<file path="config.mk">
export PLATFORM = sky130hd
export DESIGN_NAME = freq_window_counter
export DESIGN_NICKNAME = d
export VERILOG_FILES = /design/src/rtl/freq_window_counter.sv
export SDC_FILE = /design/constraint.sdc
export NUM_CORES = 1
export LEC_CHECK = 0
export CORE_ASPECT_RATIO = 1.2
export CORE_UTILIZATION = 45
export CTS_CLUSTER_SIZE = 40
export DETAILED_ROUTE_END_ITERATION = 12
export PLACE_DENSITY = 0.68
export SLEW_MARGIN = 30
export SYNTH_ARGS = -nofsm -noshare
export SYNTH_HDL_FRONTEND = slang
export SYNTH_SLANG_ARGS = --single-unit
</file>
<file path="constraint.sdc">
create_clock -name Clk -period 2.35 [get_ports Clk]
set_input_delay 0.3525 -clock Clk [delete_from_list [all_inputs] [get_ports Clk]]
set_output_delay 0.3525 -clock Clk [all_outputs]
set_load 0.02 [all_outputs]
</file>
<file path="src/rtl/freq_window_counter.sv">
`timescale 1ns/100ps
// freq_window_counter
//   Counts rising edges of an asynchronous test signal while the 1 s gate is
//   high, and on the gate's falling edge publishes the count as the frequency
//   result together with a one-cycle valid strobe.
//
// Ports
//   Clk          system clock, shared with the gate generator
//   Rst_n        asynchronous active-low reset
//   Gate_Signal  measurement window (Clk-synchronous), high = counting
//   Sig_In       signal under measurement, asynchronous to Clk
//   Freq_Value   last latched edge count, held until the next latch
//   Freq_Valid   one-cycle strobe in the cycle Freq_Value updates
//   Overflow     latched count of the last measurement saturated
//   Measuring    high while a window is being counted
module freq_window_counter #(
   parameter int CNT_WIDTH   = 28,
   parameter int SYNC_STAGES = 2   // 2..4
) (
   input  logic                 Clk,
   input  logic                 Rst_n,
   input  logic                 Gate_Signal,
   input  logic                 Sig_In,
   output logic [CNT_WIDTH-1:0] Freq_Value,
   output logic                 Freq_Valid,
   output logic                 Overflow,
   output logic                 Measuring
);

   localparam logic [CNT_WIDTH-1:0] CNT_MAX = '1;
   localparam logic [CNT_WIDTH-1:0] CNT_ONE = CNT_WIDTH'(1);

   typedef enum logic [1:0] {IDLE, ARM, COUNT} state_t;

   state_t                 state, state_nx;
   logic [SYNC_STAGES-1:0] sync_q;
   logic                   sig_hist;
   logic                   gate_d;
   logic [CNT_WIDTH-1:0]   cnt;
   logic                   ovf;

   logic                   sig_rise, gate_rise, gate_fall;
   logic                   cnt_sat;
   logic [CNT_WIDTH-1:0]   cnt_nx;
   logic                   start, latch;

   // Synchronizer chain, edge history and registered gate.
   always_ff @(posedge Clk or negedge Rst_n) begin
      if (!Rst_n) begin
         sync_q   <= '0;
         sig_hist <= 1'b0;
         gate_d   <= 1'b0;
      end else begin
         sync_q   <= {sync_q[SYNC_STAGES-2:0], Sig_In};
         sig_hist <= sync_q[SYNC_STAGES-1];
         gate_d   <= Gate_Signal;
      end
   end

   assign sig_rise  = sync_q[SYNC_STAGES-1] & ~sig_hist;
   assign gate_rise = Gate_Signal & ~gate_d;
   assign gate_fall = ~Gate_Signal & gate_d;

   // Saturating increment; cnt_sat marks an edge that arrived with the
   // counter already pinned at its maximum.
   assign cnt_sat = sig_rise && (cnt == CNT_MAX);
   assign cnt_nx  = (sig_rise && !cnt_sat) ? cnt + CNT_ONE : cnt;

   always_ff @(posedge Clk or negedge Rst_n) begin
      if (!Rst_n) state <= IDLE;
      else        state <= state_nx;
   end

   always_comb begin
      state_nx = state;
      start    = 1'b0;
      latch    = 1'b0;
      case (state)
         // Only leave IDLE once the gate is seen low, so a window that was
         // already open at reset release is never measured partially.
         IDLE:  if (!gate_d) state_nx = ARM;
         ARM:   if (gate_rise) begin
                   start    = 1'b1;
                   state_nx = COUNT;
                end
         COUNT: if (gate_fall) begin
                   latch    = 1'b1;
                   state_nx = ARM;
                end
         default: state_nx = IDLE;
      endcase
   end

   assign Measuring = (state == COUNT);

   always_ff @(posedge Clk or negedge Rst_n) begin
      if (!Rst_n) begin
         cnt        <= '0;
         ovf        <= 1'b0;
         Freq_Value <= '0;
         Freq_Valid <= 1'b0;
         Overflow   <= 1'b0;
      end else begin
         Freq_Valid <= latch;
         if (start) begin
            // An edge landing in the gate-rise cycle belongs to the window.
            cnt <= sig_rise ? CNT_ONE : '0;
            ovf <= 1'b0;
         end else if (latch) begin
            // Edge coinciding with gate fall is still counted.
            Freq_Value <= cnt_nx;
            Overflow   <= ovf | cnt_sat;
            ovf        <= 1'b0;
         end else if (state == COUNT) begin
            cnt <= cnt_nx;
            if (cnt_sat) ovf <= 1'b1;
         end
      end
   end

endmodule
</file>
# Yosys cells after proc, flatten, opt, wreduce, memory -nomap -nowiden
# Cells that the tools add are included.
# totals
latchBits	0
output_inout_bits	31
memories	0
wordCells	53
mem_bits_rw	0
reg_bits	65
in_bits	4
mem_bits_ro	0
# op_classes
reduce_logical	11
div	0
n_mux	17
n_addsub	1
magnitude_cmp	0
n_shift	0
eq_ne	7
n_bitwise	8
multipliers	0
# op_table
cell	count
2-to-1 mux 28 bit	4
adder 28 x 1 -> 28 bit, second input constant	1
equality test 28 bit, second input constant	1
2-to-1 mux 1 bit	9
2-to-1 mux 2 bit	3
!= test 2 bit, second input constant	3
case mux 2 bit (3 select lines)	1
AND reduction 2 bit	3
nonzero test 3 bit	2
NOT 1 bit	4
AND 1 bit	3
AND reduction 3 bit	1
equality test 2 x 1 -> 1 bit, second input constant	1
equality test 2 bit, second input constant	1
logical AND 1 bit	2
zero test 2 bit	1
!= test 2 x 1 -> 1 bit, second input constant	1
nonzero test 2 bit	1
zero test 1 bit	1
OR 1 bit	1

# Logic depth before layout (Yosys ltp)
# Gate-level depths: netlist of the first run.
# depth
word_depth	9
mapped_depth	7
ltp_nobuf	6

# Least setup slack after synthesis of the first run
# No wires, ideal clock.
# synth_path
path_kind	register to register
from	reg cnt[5]
to	reg Freq_Value[25]
arrival_time_ns	1.875
required_ns	2.219
n_path_buf	2
slack_ns	0.344
setup_ns	0.131
path_stages_with_launch	8
period_less_slack_ns	2.006
path_cell_list	dfrtp_1 > buf_2 > nand4_2 > or4_1 > buf_4 > a2111oi_4 > xnor2_1 > o21ai_1
# synth_via
elab_chain_len	5
word_cells_on_any_way	6
classes_between	1 x add/sub; 1 x eq/ne; 1 x mux; 3 x reduce/logical
# synth_rtl
item	line_no	source
start, declared	39	logic [CNT_WIDTH-1:0] cnt;
start signal, assigned	107	cnt <= sig_rise ? CNT_ONE : '0;
start signal, assigned	115	cnt <= cnt_nx;
parallel branches: the longest is 4 deep, another holds adder 28 x 1 -> 28 bit	--	
2-to-1 mux 28 bit (*)	67	assign cnt_nx = (sig_rise && !cnt_sat) ? cnt + CNT_ONE : cnt;
end signal, assigned	111	Freq_Value <= cnt_nx;
end, declared	24	output logic [CNT_WIDTH-1:0] Freq_Value,
# Every way passes the cells marked *.
# A chain may end at the register's enable or synchronous reset.

# Worst setup path after layout of the first run
# layout_path
from	reg cnt[0]
to	reg Freq_Value[26]
# Same word-level chain as after synthesis.

==> results of run 1 <==
-- routing by layer --
layer	share of wire (%)	vias up	routed length [um]	global-route usage [%]
met4	2.0	0	176	10.34
met2	48	89	4228	37.45
met1	45	1508	3972	30.01
met3	5.5	16	485	3.568
li1	-	1502	-	-
met5	0	-	0	0
-- layout by cell type (no fill, tap or decap), types with 7 or more instances in the layout --
cell type / netlist / routed
dfrtp_1: 65 / 64
nand2_1: 43 / 43
o21ai_0: 38 / 38
clkdlybuf4s50_1: 0 / 33
buf_4: 3 / 27
a31oi_1: 24 / 24
xnor2_1: 21 / 21
nor2_1: 16 / 16
nand3_1: 15 / 15
a21oi_1: 15 / 15
clkbuf_8: 0 / 11
inv_1: 8 / 8
nand4_1: 8 / 8
a211oi_1: 7 / 7
-- layout make-up --
cell class              instances  area [um2]  share of cell area [%]
repair buffers                 63       568.0                   13.28
clock buffers                  11       151.4                   3.539
flip-flops and latches         65        1628                   38.05
inverters                       9       33.78                  0.7897
well taps                      92       115.1                   2.691
multi-input cells             280        1777                   41.53
clock inverters                 1       5.005                  0.1170
-- registers in the layout, indices dropped and copies added (netlist names) --
| register | cells |
|---|---|
| sig_hist | 1 |
| sync_q | 2 |
| state | 2 |
| cnt | 28 |
| Freq_Value | 28 |
| Overflow | 1 |
| ovf | 1 |
| gate_d | 1 |
| Freq_Valid | 1 |
-- cell usage after synthesis, types with 2 or more instances --
cell	count	area share [%]
clkbuf_1	18	1.9
inv_1	8	0.84
buf_4	3	0.63
a31oi_1	24	4.2
nand4_1	8	1.4
and3_1	6	1.1
dfrtp_1	65	46
buf_2	9	1.3
a21o_1	5	1.1
nand3b_1	2	0.42
nand2b_1	5	0.88
o311ai_0	2	0.49
o211ai_1	3	0.63
a41oi_1	4	0.98
nor2_1	16	1.7
o21ai_0	38	5.3
nor3_1	4	0.56
nor2b_1	4	0.70
a211oi_1	7	1.5
nand2_1	43	4.5
o21ai_1	7	0.98
o21bai_1	2	0.42
or4_1	3	0.63
or3_1	6	1.1
a21oi_1	15	2.1
nand3_1	15	2.1
a211oi_2	3	1.1
nor4_2	2	0.70
xnor2_1	21	5.2
and4_1	4	0.98
nor4_1	6	1.1
o311ai_1	2	0.49
-- worst paths after layout --
kind | from | end | slack (ns) | cells after the start
max | cnt[0] | Freq_Value[26] | 0.16 | 6
min | sync_q[0] | sync_q[1] | 0.36 | 0
max reg2reg | cnt[0] | Freq_Value[26] | 0.16 | 6
min reg2reg | sync_q[0] | sync_q[1] | 0.36 | 0
max in group asynchronous | Rst_n | Freq_Value[1] | 1.17 | 3
min in group asynchronous | Rst_n | Freq_Value[16] | 0.48 | 2
-- logic make-up (layout without fill, tap and decap cells) --
family / after synthesis / after routing / synth area share (%)
compound gates: 122 / 122 / 22.87
xor+xnor: 22 / 22 / 5.411
fa+ha+maj: 1 / 1 / 0.3513
buf+inv: 40 / 84 / 4.848
flops: 65 / 65 / 45.68
mux: 1 / 1 / 0.3162
simple gates: 134 / 134 / 20.52
-- power groups by stage --
stage | clock (mW) | sequential, mW | combinational, mW
2_1_floorplan | 0 | 1.43 | 0.304
5_1_grt | 0.879 | 1.34 | 0.815
3_5_place_dp | 0 | 1.35 | 0.748
3_3_place_gp | 0 | 1.34 | 0.732
6_report | 0.824 | 1.32 | 0.749
4_1_cts | 0.841 | 1.33 | 0.751
-- timing repair --
item,in CTS,in global routing
endpoints found under the hold margin,18,0
setup endpoints to repair,0,3
resized for setup,0,3
hold buffers,1,0
-- stage by stage --
| step | setup slack [ns] | utilization [%] | instance area (um2) | std cells |
|---|---|---|---|---|
| floorplan | 0.3439 | - | 3561 | 385 |
| detailed placement | 0.02571 | 53.47 | 4098 | 508 |
| finish | 0.1641 | 55.82 | 4278 | 521 |
| global route | 0.01652 | 55.82 | 4278 | 521 |
| CTS | 0.09098 | 55.64 | 4264 | 521 |
| global placement | 0.09826 | 53.47 | 4098 | 508 |
==> summary.md, run 1 <==
| Metric | Value |
|---|---|
| Via density | `roughly 6` |
| Slew @ Worst Pin | `0.5212 ns` |
| Clock buffer depth | `2` |
| Clock Sink Count | `65` |
| Slowest cell on the critical path | `dfrtp_1` |
| Die span in x | `83.21 um` |
| DR WL/cell | `~17 um` |
| Pwr dens | `approximately 680 mW/mm2` |
| CP peak stage delay | `0.42 ns` |
| Vias in the first global route | `3003` |
| Fin crit share | `93.02%` |
| Critical path type | `reg2reg` |
| Height of the die | `99.45 um` |
| Core area | `0.007664 mm2` |
| Vias | `3115` |
| RSZ-0062 raised after global routing | `false` |
| Antenna violations before repair | `0` |
| HP Class | `reg2reg` |
| Hold Slack | `between 0.3 and 0.4 ns` |
| Net Sw Frac | `between 30% and 40%` |
| Syn-to-layout area delta | `20.13%` |
| FF+latch count, synth | `between 60 and 70` |
| Final hold viol count | `0` |
| Arrival time worst endpoint | `2.44 ns` |
| Max-slew violations | `0` |
| Post-synthesis cell type count | `57` |
| Post-DRT Antenna Nets | `0` |
| IO Pins | `35` |
| # nets final | `433` |
| Outcome | `completed` |
| Internal power | `slightly below 2 mW` |
| Clock insertion delay at the later pin of the skew report | `0.34 ns` |
| Power share of the clock group | `28.4%` |
| Port Buffers | `34` |
| CP Cell Sequence | `ha_1 -> nand3_1 -> nor4_4 -> o311ai_4 -> or3_1 -> a31oi_1` |
| Sequential share of power | `45.7%` |
| Total track usage | `22.86%` |
| Max Freq | `approximately 460 MHz` |
| Crit path buf inv count | `0` |
| # H-tree levels | `3` |
| Min Tclk post-route | `2.186 ns` |
| P_leak | `1.675 nW` |
| DR DRC count | `0` |
| DR iter-0 viols | `279` |
| Total Routed Length | `8.861 mm` |
| First-pass GRT wire length | `14.93 mm` |
| PnR Total Power | `2.898 mW` |
| Worst rel slew slack | `64.71%` |
| Pin count of the biggest net entering global routing | `38` |
| Peak supply drop | `486.1 uV` |
| Logic pwr share | `25.9%` |
| WP data required | `between 2 and 3 ns` |
| Critical path launch point type | `flop` |
| Max cap viols | `0` |
| Delay-heaviest family, CP | `simple AND/OR/NAND/NOR gates` |
| First-pass DRT Iterations | `4` |
| Final setup violating endpoints | `0` |
| Initial core utilization | `46.47%` |
| Post-Syn Instances | `385` |
| Gpl congestion | `0.9000` |
| CTS clock-pin slew for the worst setup and hold paths | `~0.07 ns` |
| Most common flop cell mapped by yosys | `dfrtp_1` |
| Die area | `approximately 0.0083 mm2` |
| Syn Nets | `between 300 and 400` |
| Fill count | `721` |
| Synth async-reset ratio | `100.0%` |
| Share of post-route cells with drive strength above 1 | `13.29%` |
| DP HPWL | `6.292 mm` |
| TritonCTS clock tree | `built` |
| GR Overflow Total | `0` |
| Seq/Total Area, Yosys | `45.68%` |
| Crit. End Element | `flop` |
| Mapped Area | `0.003561 mm2` |
| Clk_skew | `about 0.0068 ns` |
| N_diodes | `0` |
| Syn_area_per_cell | `between 9 and 10 um2` |
| Yosys warns | `0` |
| Setup TNS | `0 ns` |
| Buffers inserted by post-CTS timing repair | `0` |
| CTS Buf Count | `9` |
| Number of flops mapped to enable cells by yosys | `0` |
| FP Rows | `35` |
| CTS root buffer | `clkbuf_8` |
| Crit-path max FO | `10` |
| Switching power | `0.9233 mW` |
Power figures use the tool's default switching activity.
==> inputs of run 2 (changes only) <==
Settings changed: GPL_ROUTABILITY_DRIVEN set to 0, HOLD_SLACK_MARGIN set to 0.03.
==> run 2 against run 1 <==
Compared with the run above:
- sequential share of layout area is 0.64 points lower
- clock power grew 29%
- largest power group unchanged
- critical path depth did not move
- flip-flop and latch count did not move
- critical endpoint is now cnt[4]
- cell count rose by 1.2%
- fmax up 0.11%
- first-iteration DRC count decreased by 31%
- largest cell class unchanged
==> summary.md, run 2 (synthesized netlist as in run 1, its figures left out) <==
| Metric | Value |
|---|---|
| Final hold viol count | `0 (unchanged)` |
| Initial core utilization | `46.47% (unchanged)` |
| Pwr dens | `716.6 mW/mm2 (was 677.5 mW/mm2)` |
| GR Overflow Total | `0 (unchanged)` |
| HP Class | `reg2reg (unchanged)` |
| Final Non-Filler Cells | `527 (was 521)` |
| DR WL/cell | `16.53 um (was 17.01 um)` |
| Met3 wire len | `380 um (was 485 um)` |
| DR DRC count | `0 (unchanged)` |
| Worst rel slew slack | `67.50% (was 64.71%)` |
| Clock insertion delay at the later pin of the skew report | `0.36 ns (was 0.34 ns)` |
| Crit path from | `cnt[0] (unchanged)` |
| Buffers inserted by post-CTS timing repair | `0 (unchanged)` |
| Share of post-route cells with drive strength above 1 | `14.02% (was 13.29%)` |
| Total track usage | `22.80% (was 22.86%)` |
| Pin count of the biggest net entering global routing | `38 (unchanged)` |
| Port Buffers | `34 (unchanged)` |
| Antenna violations before repair | `0 (unchanged)` |
| FF-to-FF Start | `cnt[0] (unchanged)` |
| Largest regs | `Freq_Value x28, cnt x28 (unchanged)` |
| First-pass GRT wire length | `14.81 mm (was 14.93 mm)` |
| IO Pins | `35 (unchanged)` |
| P_leak | `1.697 nW (was 1.675 nW)` |
| Max-slew violations | `0 (unchanged)` |
| Core area | `0.007664 mm2 (unchanged)` |
| First-pass DRT Iterations | `5 (was 4)` |
| DP HPWL | `6.256 mm (was 6.292 mm)` |
| CTS root buffer | `clkbuf_8 (unchanged)` |
| Crit path capture | `cnt[4] (was Freq_Value[26])` |
| Met1 wire length | `3.963 mm (was 3.972 mm)` |
| Critical path type | `reg2reg (unchanged)` |
| Routed wl met2 | `4.085 mm (was 4.228 mm)` |
| FP Rows | `35 (unchanged)` |
| Vias | `3147 (was 3115)` |
| RSZ-0062 raised after global routing | `false (unchanged)` |
| Design area | `0.004348 mm2 (was 0.004278 mm2)` |
| N_diodes | `0 (unchanged)` |
| Fin util | `56.73% (was 55.82%)` |
| Clock Sink Count | `65 (unchanged)` |
| # nets final | `436 (was 433)` |
| Fin crit share | `92.91% (was 93.02%)` |
| Setup TNS | `0 ns (unchanged)` |
| R2R Setup Slk | `0.17 ns (was 0.16 ns)` |
| Hold depth | `0 (unchanged)` |
| TritonCTS clock tree | `built (unchanged)` |
| Height of the die | `99.45 um (unchanged)` |
| Max layer used | `met4 (unchanged)` |
| Max Freq | `458.0 MHz (was 457.5 MHz)` |
| Critical path launch point type | `flop (unchanged)` |
| Via density | `5.972 (was 5.979)` |
| Min Tclk post-route | `2.183 ns (was 2.186 ns)` |
| Crit-path max FO | `7 (was 10)` |
| Max cap viols | `0 (unchanged)` |
| CTS clock-pin slew for the worst setup and hold paths | `0.07 ns (about the same)` |
| Most frequent cells in the layout | `dfrtp_1 (65), nand2_1 (43), o21ai_0 (38), clkdlybuf4s50_1 (33), buf_4 (30) (was dfrtp_1 (64), nand2_1 (43), o21ai_0 (38), clkdlybuf4s50_1 (33), buf_4 (27))` |
| Die area | `0.008274 mm2 (unchanged)` |
| Arrival time worst endpoint | `2.42 ns (was 2.44 ns)` |
| Syn-to-layout area delta | `22.10% (was 20.13%)` |
| PnR Total Power | `3.116 mW (was 2.898 mW)` |
| Crit. End Element | `flop (unchanged)` |
| Outcome | `completed (unchanged)` |
| Die span in x | `83.21 um (unchanged)` |
| Placed inst area | `0.004120 mm2 (was 0.004098 mm2)` |
| Commonest non-fill, non-tap cell in the layout | `dfrtp_1 (unchanged)` |
| # H-tree levels | `3 (unchanged)` |
| Final setup violating endpoints | `0 (unchanged)` |
| Clock buffer depth | `2 (unchanged)` |
| Placed insts | `511 (was 508)` |
| Peak supply drop | `385.9 uV (was 486.1 uV)` |
| CTS Buf Count | `9 (unchanged)` |
| WP data required | `2.58 ns (was 2.61 ns)` |
| Total Routed Length | `8.713 mm (was 8.861 mm)` |
| Vias in the first global route | `2981 (was 3003)` |
| Clk_skew | `0.01067 ns (was 0.006833 ns)` |
| DR iter-0 viols | `192 (was 279)` |
| Reg2reg end | `cnt[4] (was Freq_Value[26])` |
| Reg2reg path depth | `6 (unchanged)` |
| Slew @ Worst Pin | `0.4864 ns (was 0.5212 ns)` |
| Post-DRT Antenna Nets | `0 (unchanged)` |
run 2: worst max-delay path, stage by stage, from the launching register on:
cell	delay [ns]
dfrtp_1	0.43
ha_1	0.27
nand4_1	0.11
or4_1	0.58
o21ai_1	0.37
o311ai_0	0.19
o41ai_1	0.11
run 2: worst min-delay path by stage:
| stage | start | endpoint | slack (ns) |
|---|---|---|---|
| global placement | Rst_n | Freq_Value[15] | 0.34 |
| floorplan | Rst_n | Freq_Valid | 0.06 |
| CTS | sync_q[0] | sync_q[1] | 0.35 |
| finish | sync_q[0] | sync_q[1] | 0.35 |
| detailed placement | sync_q[0] | sync_q[1] | 0.34 |
| global route | sync_q[0] | sync_q[1] | 0.37 |
run 2: report_power, final:
| group | leakage [nW] | internal [mW] | switching, mW |
|---|---|---|---|
| clock network | 0.104 | 0.618 | 0.439 |
| logic | 0.709 | 0.315 | 0.416 |
| registers | 0.883 | 1.24 | 0.0911 |
| total | 1.70 | 2.17 | 0.946 |
run 2: stage by stage:
stage | setup WS [ns] | hold slack [ns]
floorplan | 0.3439 | 0.05691
global placement | 0.1049 | 0.3359
detailed placement | 0.05111 | 0.3387
CTS | 0.1866 | 0.3545
global route | 0.007014 | 0.3663
finish | 0.1665 | 0.3510
run 2: area by class of cell:
type | instances | area [um2]
Fill cell | 702 | 3316
Multi-Input combinational cell | 280 | 1764
Sequential cell | 65 | 1627
Timing Repair Buffer | 66 | 590.6
Clock buffer | 10 | 137.6
Tap cell | 92 | 115.1
Clock inverter | 5 | 80.08
Inverter | 9 | 33.78
run 2: timing repair:
action                    4_1_cts  5_1_grt
hold buffers                    1        0
gates resized for setup         0        0
hold endpoints to repair       19        0
run 2: layer usage:
metal	vias to the layer above	global-route usage [%]
li1	1513	-
met1	1510	30.99
met2	100	35.25
met3	24	3.071
met4	0	12.86
met5	-	0
==> inputs of run 3 (changes only) <==
Settings changed: CORE_MARGIN set to 3, GPL_ROUTABILITY_DRIVEN 0 to unset, SETUP_SLACK_MARGIN set to 0.3.
==> run 3 against run 2 <==
Compared with the run above:
- core utilization rose by 3.6 points
- first-iteration DRC count rose by 40%
- via count rose by 2.8%
- design area rose by 3.9%
- non-clock buffer count rose by 8
- die area rose by 9.0%
- critical path type unchanged
- critical endpoint is now cnt[21]
- largest power group unchanged
- highest routed layer unchanged
==> summary.md, run 3 (synthesized netlist as in run 1, its figures left out) <==
| Metric | Value |
|---|---|
| Outcome | `completed (unchanged)` |
| Max cap viols | `0 (unchanged)` |
| Height of the die | `103.4 um (was 99.45 um)` |
| FP Rows | `34 (was 35)` |
| Fill count | `655 (was 702)` |
| Peak supply drop | `455.9 uV (was 385.9 uV)` |
| CTS Buf Count | `9 (unchanged)` |
| Die area | `0.009021 mm2 (was 0.008274 mm2)` |
| Post-DRT Antenna Nets | `0 (unchanged)` |
| Clk_skew | `0.004747 ns (was 0.01067 ns)` |
| Arrival time worst endpoint | `2.28 ns (was 2.42 ns)` |
| Hold Slack | `0.3561 ns (was 0.3510 ns)` |
| IO Pins | `35 (unchanged)` |
| Crit path buf inv count | `0 (unchanged)` |
| Critical path type | `reg2reg (unchanged)` |
| Worst rel slew slack | `65.61% (was 67.50%)` |
| Critical path launch point type | `flop (unchanged)` |
| Port Buffers | `34 (unchanged)` |
| Logic pwr share | `25.6% (was 23.5%)` |
| Design area | `0.004516 mm2 (was 0.004348 mm2)` |
| Internal power | `2.097 mW (was 2.170 mW)` |
| PnR Total Power | `3.077 mW (was 3.116 mW)` |
| Antenna violations before repair | `0 (unchanged)` |
| Largest regs | `Freq_Value x28, cnt x28 (unchanged)` |
| Sequential share of power | `43.3% (was 42.6%)` |
| DR WL/cell | `17.54 um (was 16.53 um)` |
| CP Cell Sequence | `ha_4 -> nand4_1 -> or4_4 -> nor2_1 -> nor3_1 -> a221o_1 (was ha_1 -> nand4_1 -> or4_1 -> o21ai_1 -> o311ai_0 -> o41ai_1)` |
| Vias | `3234 (was 3147)` |
| Via density | `6.056 (was 5.972)` |
| Slew @ Worst Pin | `0.5148 ns (was 0.4864 ns)` |
| Delay-heaviest family, CP | `simple AND/OR/NAND/NOR gates (unchanged)` |
| Net Sw Frac | `31.83% (was 30.36%)` |
| First-pass DRT Iterations | `5 (unchanged)` |
| Clock insertion delay at the later pin of the skew report | `0.35 ns (was 0.36 ns)` |
| Core area | `0.007487 mm2 (was 0.007664 mm2)` |
| Gpl congestion | `0.9117` |
| Worst setup margin | `0.2962 ns (was 0.1665 ns)` |
| Slowest cell on the critical path | `or4_4 (was or4_1)` |
| Syn-to-layout area delta | `26.81% (was 22.10%)` |
| Power share of the clock group | `31.0% (was 33.9%)` |
| R2R Setup Slk | `0.30 ns (was 0.17 ns)` |
| Switching power | `0.9791 mW (was 0.9458 mW)` |
| Share of post-route cells with drive strength above 1 | `22.07% (was 14.02%)` |
| RSZ-0062 raised after global routing | `true (was false)` |
| Setup WS pre-CTS | `-0.02254 ns (was 0.05111 ns)` |
| Fin crit share | `87.40% (was 92.91%)` |
| # nets final | `444 (was 436)` |
| Max Freq | `486.9 MHz (was 458.0 MHz)` |
| DR DRC count | `0 (unchanged)` |
| Die span in x | `87.21 um (was 83.21 um)` |
| Clock Sink Count | `65 (unchanged)` |
| WP data required | `2.58 ns (about the same)` |
| Clock buffer depth | `2 (unchanged)` |
| Setup TNS | `0 ns (unchanged)` |
| Vias in the first global route | `3128 (was 2981)` |
| DP HPWL | `6.329 mm (was 6.256 mm)` |
| Placed inst area | `0.004123 mm2 (was 0.004120 mm2)` |
| P_leak | `1.784 nW (was 1.697 nW)` |
| Total Routed Length | `9.365 mm (was 8.713 mm)` |
| GR Overflow Total | `0 (unchanged)` |
| Final hold viol count | `0 (unchanged)` |
| Initial core utilization | `47.56% (was 46.47%)` |
| Total track usage | `21.79% (was 22.80%)` |
| CTS clock-pin slew for the worst setup and hold paths | `0.07 ns (about the same)` |
| N_diodes | `0 (unchanged)` |
| Crit-path max FO | `7 (unchanged)` |
| CTS root buffer | `clkbuf_8 (unchanged)` |
| # H-tree levels | `3 (unchanged)` |
| HP Class | `reg2reg (unchanged)` |
| Pin count of the biggest net entering global routing | `66 (was 38)` |
| Crit. End Element | `flop (unchanged)` |
| Most frequent cells in the layout | `dfrtp_1 (51), nand2_1 (42), o21ai_0 (36), buf_4 (35), clkdlybuf4s50_1 (32) (was dfrtp_1 (65), nand2_1 (43), o21ai_0 (38), clkdlybuf4s50_1 (33), buf_4 (30))` |
| Min Tclk post-route | `2.054 ns (was 2.183 ns)` |
| Max-slew violations | `0 (unchanged)` |
| CP peak stage delay | `0.63 ns (was 0.58 ns)` |
| Commonest non-fill, non-tap cell in the layout | `dfrtp_1 (unchanged)` |
| DR iter-0 viols | `268 (was 192)` |
| Pwr dens | `681.3 mW/mm2 (was 716.6 mW/mm2)` |
| TritonCTS clock tree | `built (unchanged)` |
| Final setup violating endpoints | `0 (unchanged)` |
| First-pass GRT wire length | `15.26 mm (was 14.81 mm)` |
## run 3: changes by cell type in the layout (fill, tap and decap cells not counted), moves of 2 or more
cell / delta
dfrtp_1: -14
or4_4: +2
buf_12: +2
or4_1: -2
dfrtp_2: +14
buf_4: +5
o21ai_0: -2
## run 3: worst paths after layout
kind                       depth (start not counted)  startpoint            end
max reg2reg                                        6      cnt[1]        cnt[21]
min reg2reg                                        0   sync_q[0]      sync_q[1]
max                                                6      cnt[1]        cnt[21]
min                                                0   sync_q[0]      sync_q[1]
max in group asynchronous                          3       Rst_n        cnt[27]
min in group asynchronous                          3       Rst_n  Freq_Value[8]
## run 3: power groups by stage
stage / combinational (mW) / clock (mW) / sequential (mW)
5_1_grt: 0.865 / 1.02 / 1.35
3_5_place_dp: 0.738 / 0 / 1.35
6_report: 0.789 / 0.955 / 1.33
3_3_place_gp: 0.723 / 0 / 1.34
4_1_cts: 0.759 / 0.978 / 1.32
2_1_floorplan: 0.304 / 0 / 1.43
## run 3: area by class of cell
| cell class | count | area (um2) | share of cell area [%] |
|---|---|---|---|
| Clock buffer | 11 | 141.4 | 3.131 |
| Timing Repair Buffer | 74 | 678.2 | 15.02 |
| Inverter | 9 | 37.54 | 0.8313 |
| Multi-Input combinational cell | 280 | 1847 | 40.90 |
| Sequential cell | 65 | 1644 | 36.41 |
| Clock inverter | 5 | 55.05 | 1.219 |
| Tap cell | 90 | 112.6 | 2.494 |
## run 3: what timing repair did
action / CTS / global route
cloned: 0 / 0
pin swaps: 1 / 8
endpoints found under the hold margin: 40 / 0
hold buffers: 1 / 0
setup endpoints to repair: 32 / 42
setup buffers: 2 / 7
gates resized for setup: 7 / 31
## run 3: stage by stage
step,utilization [%],cells
finish,60.31,534
global route,60.31,534
CTS,58.47,527
detailed placement,55.06,508
global placement,55.06,508
floorplan,-,385
## run 3: metal layers
metal | up-vias | part of all wire (%) | GRT usage [%]
met2 | 105 | 49 | 34.83
met3 | 18 | 4.8 | 3.803
li1 | 1531 | - | -
met4 | 0 | 2.2 | 10.51
met1 | 1580 | 44 | 28.72
met5 | - | 0 | 0
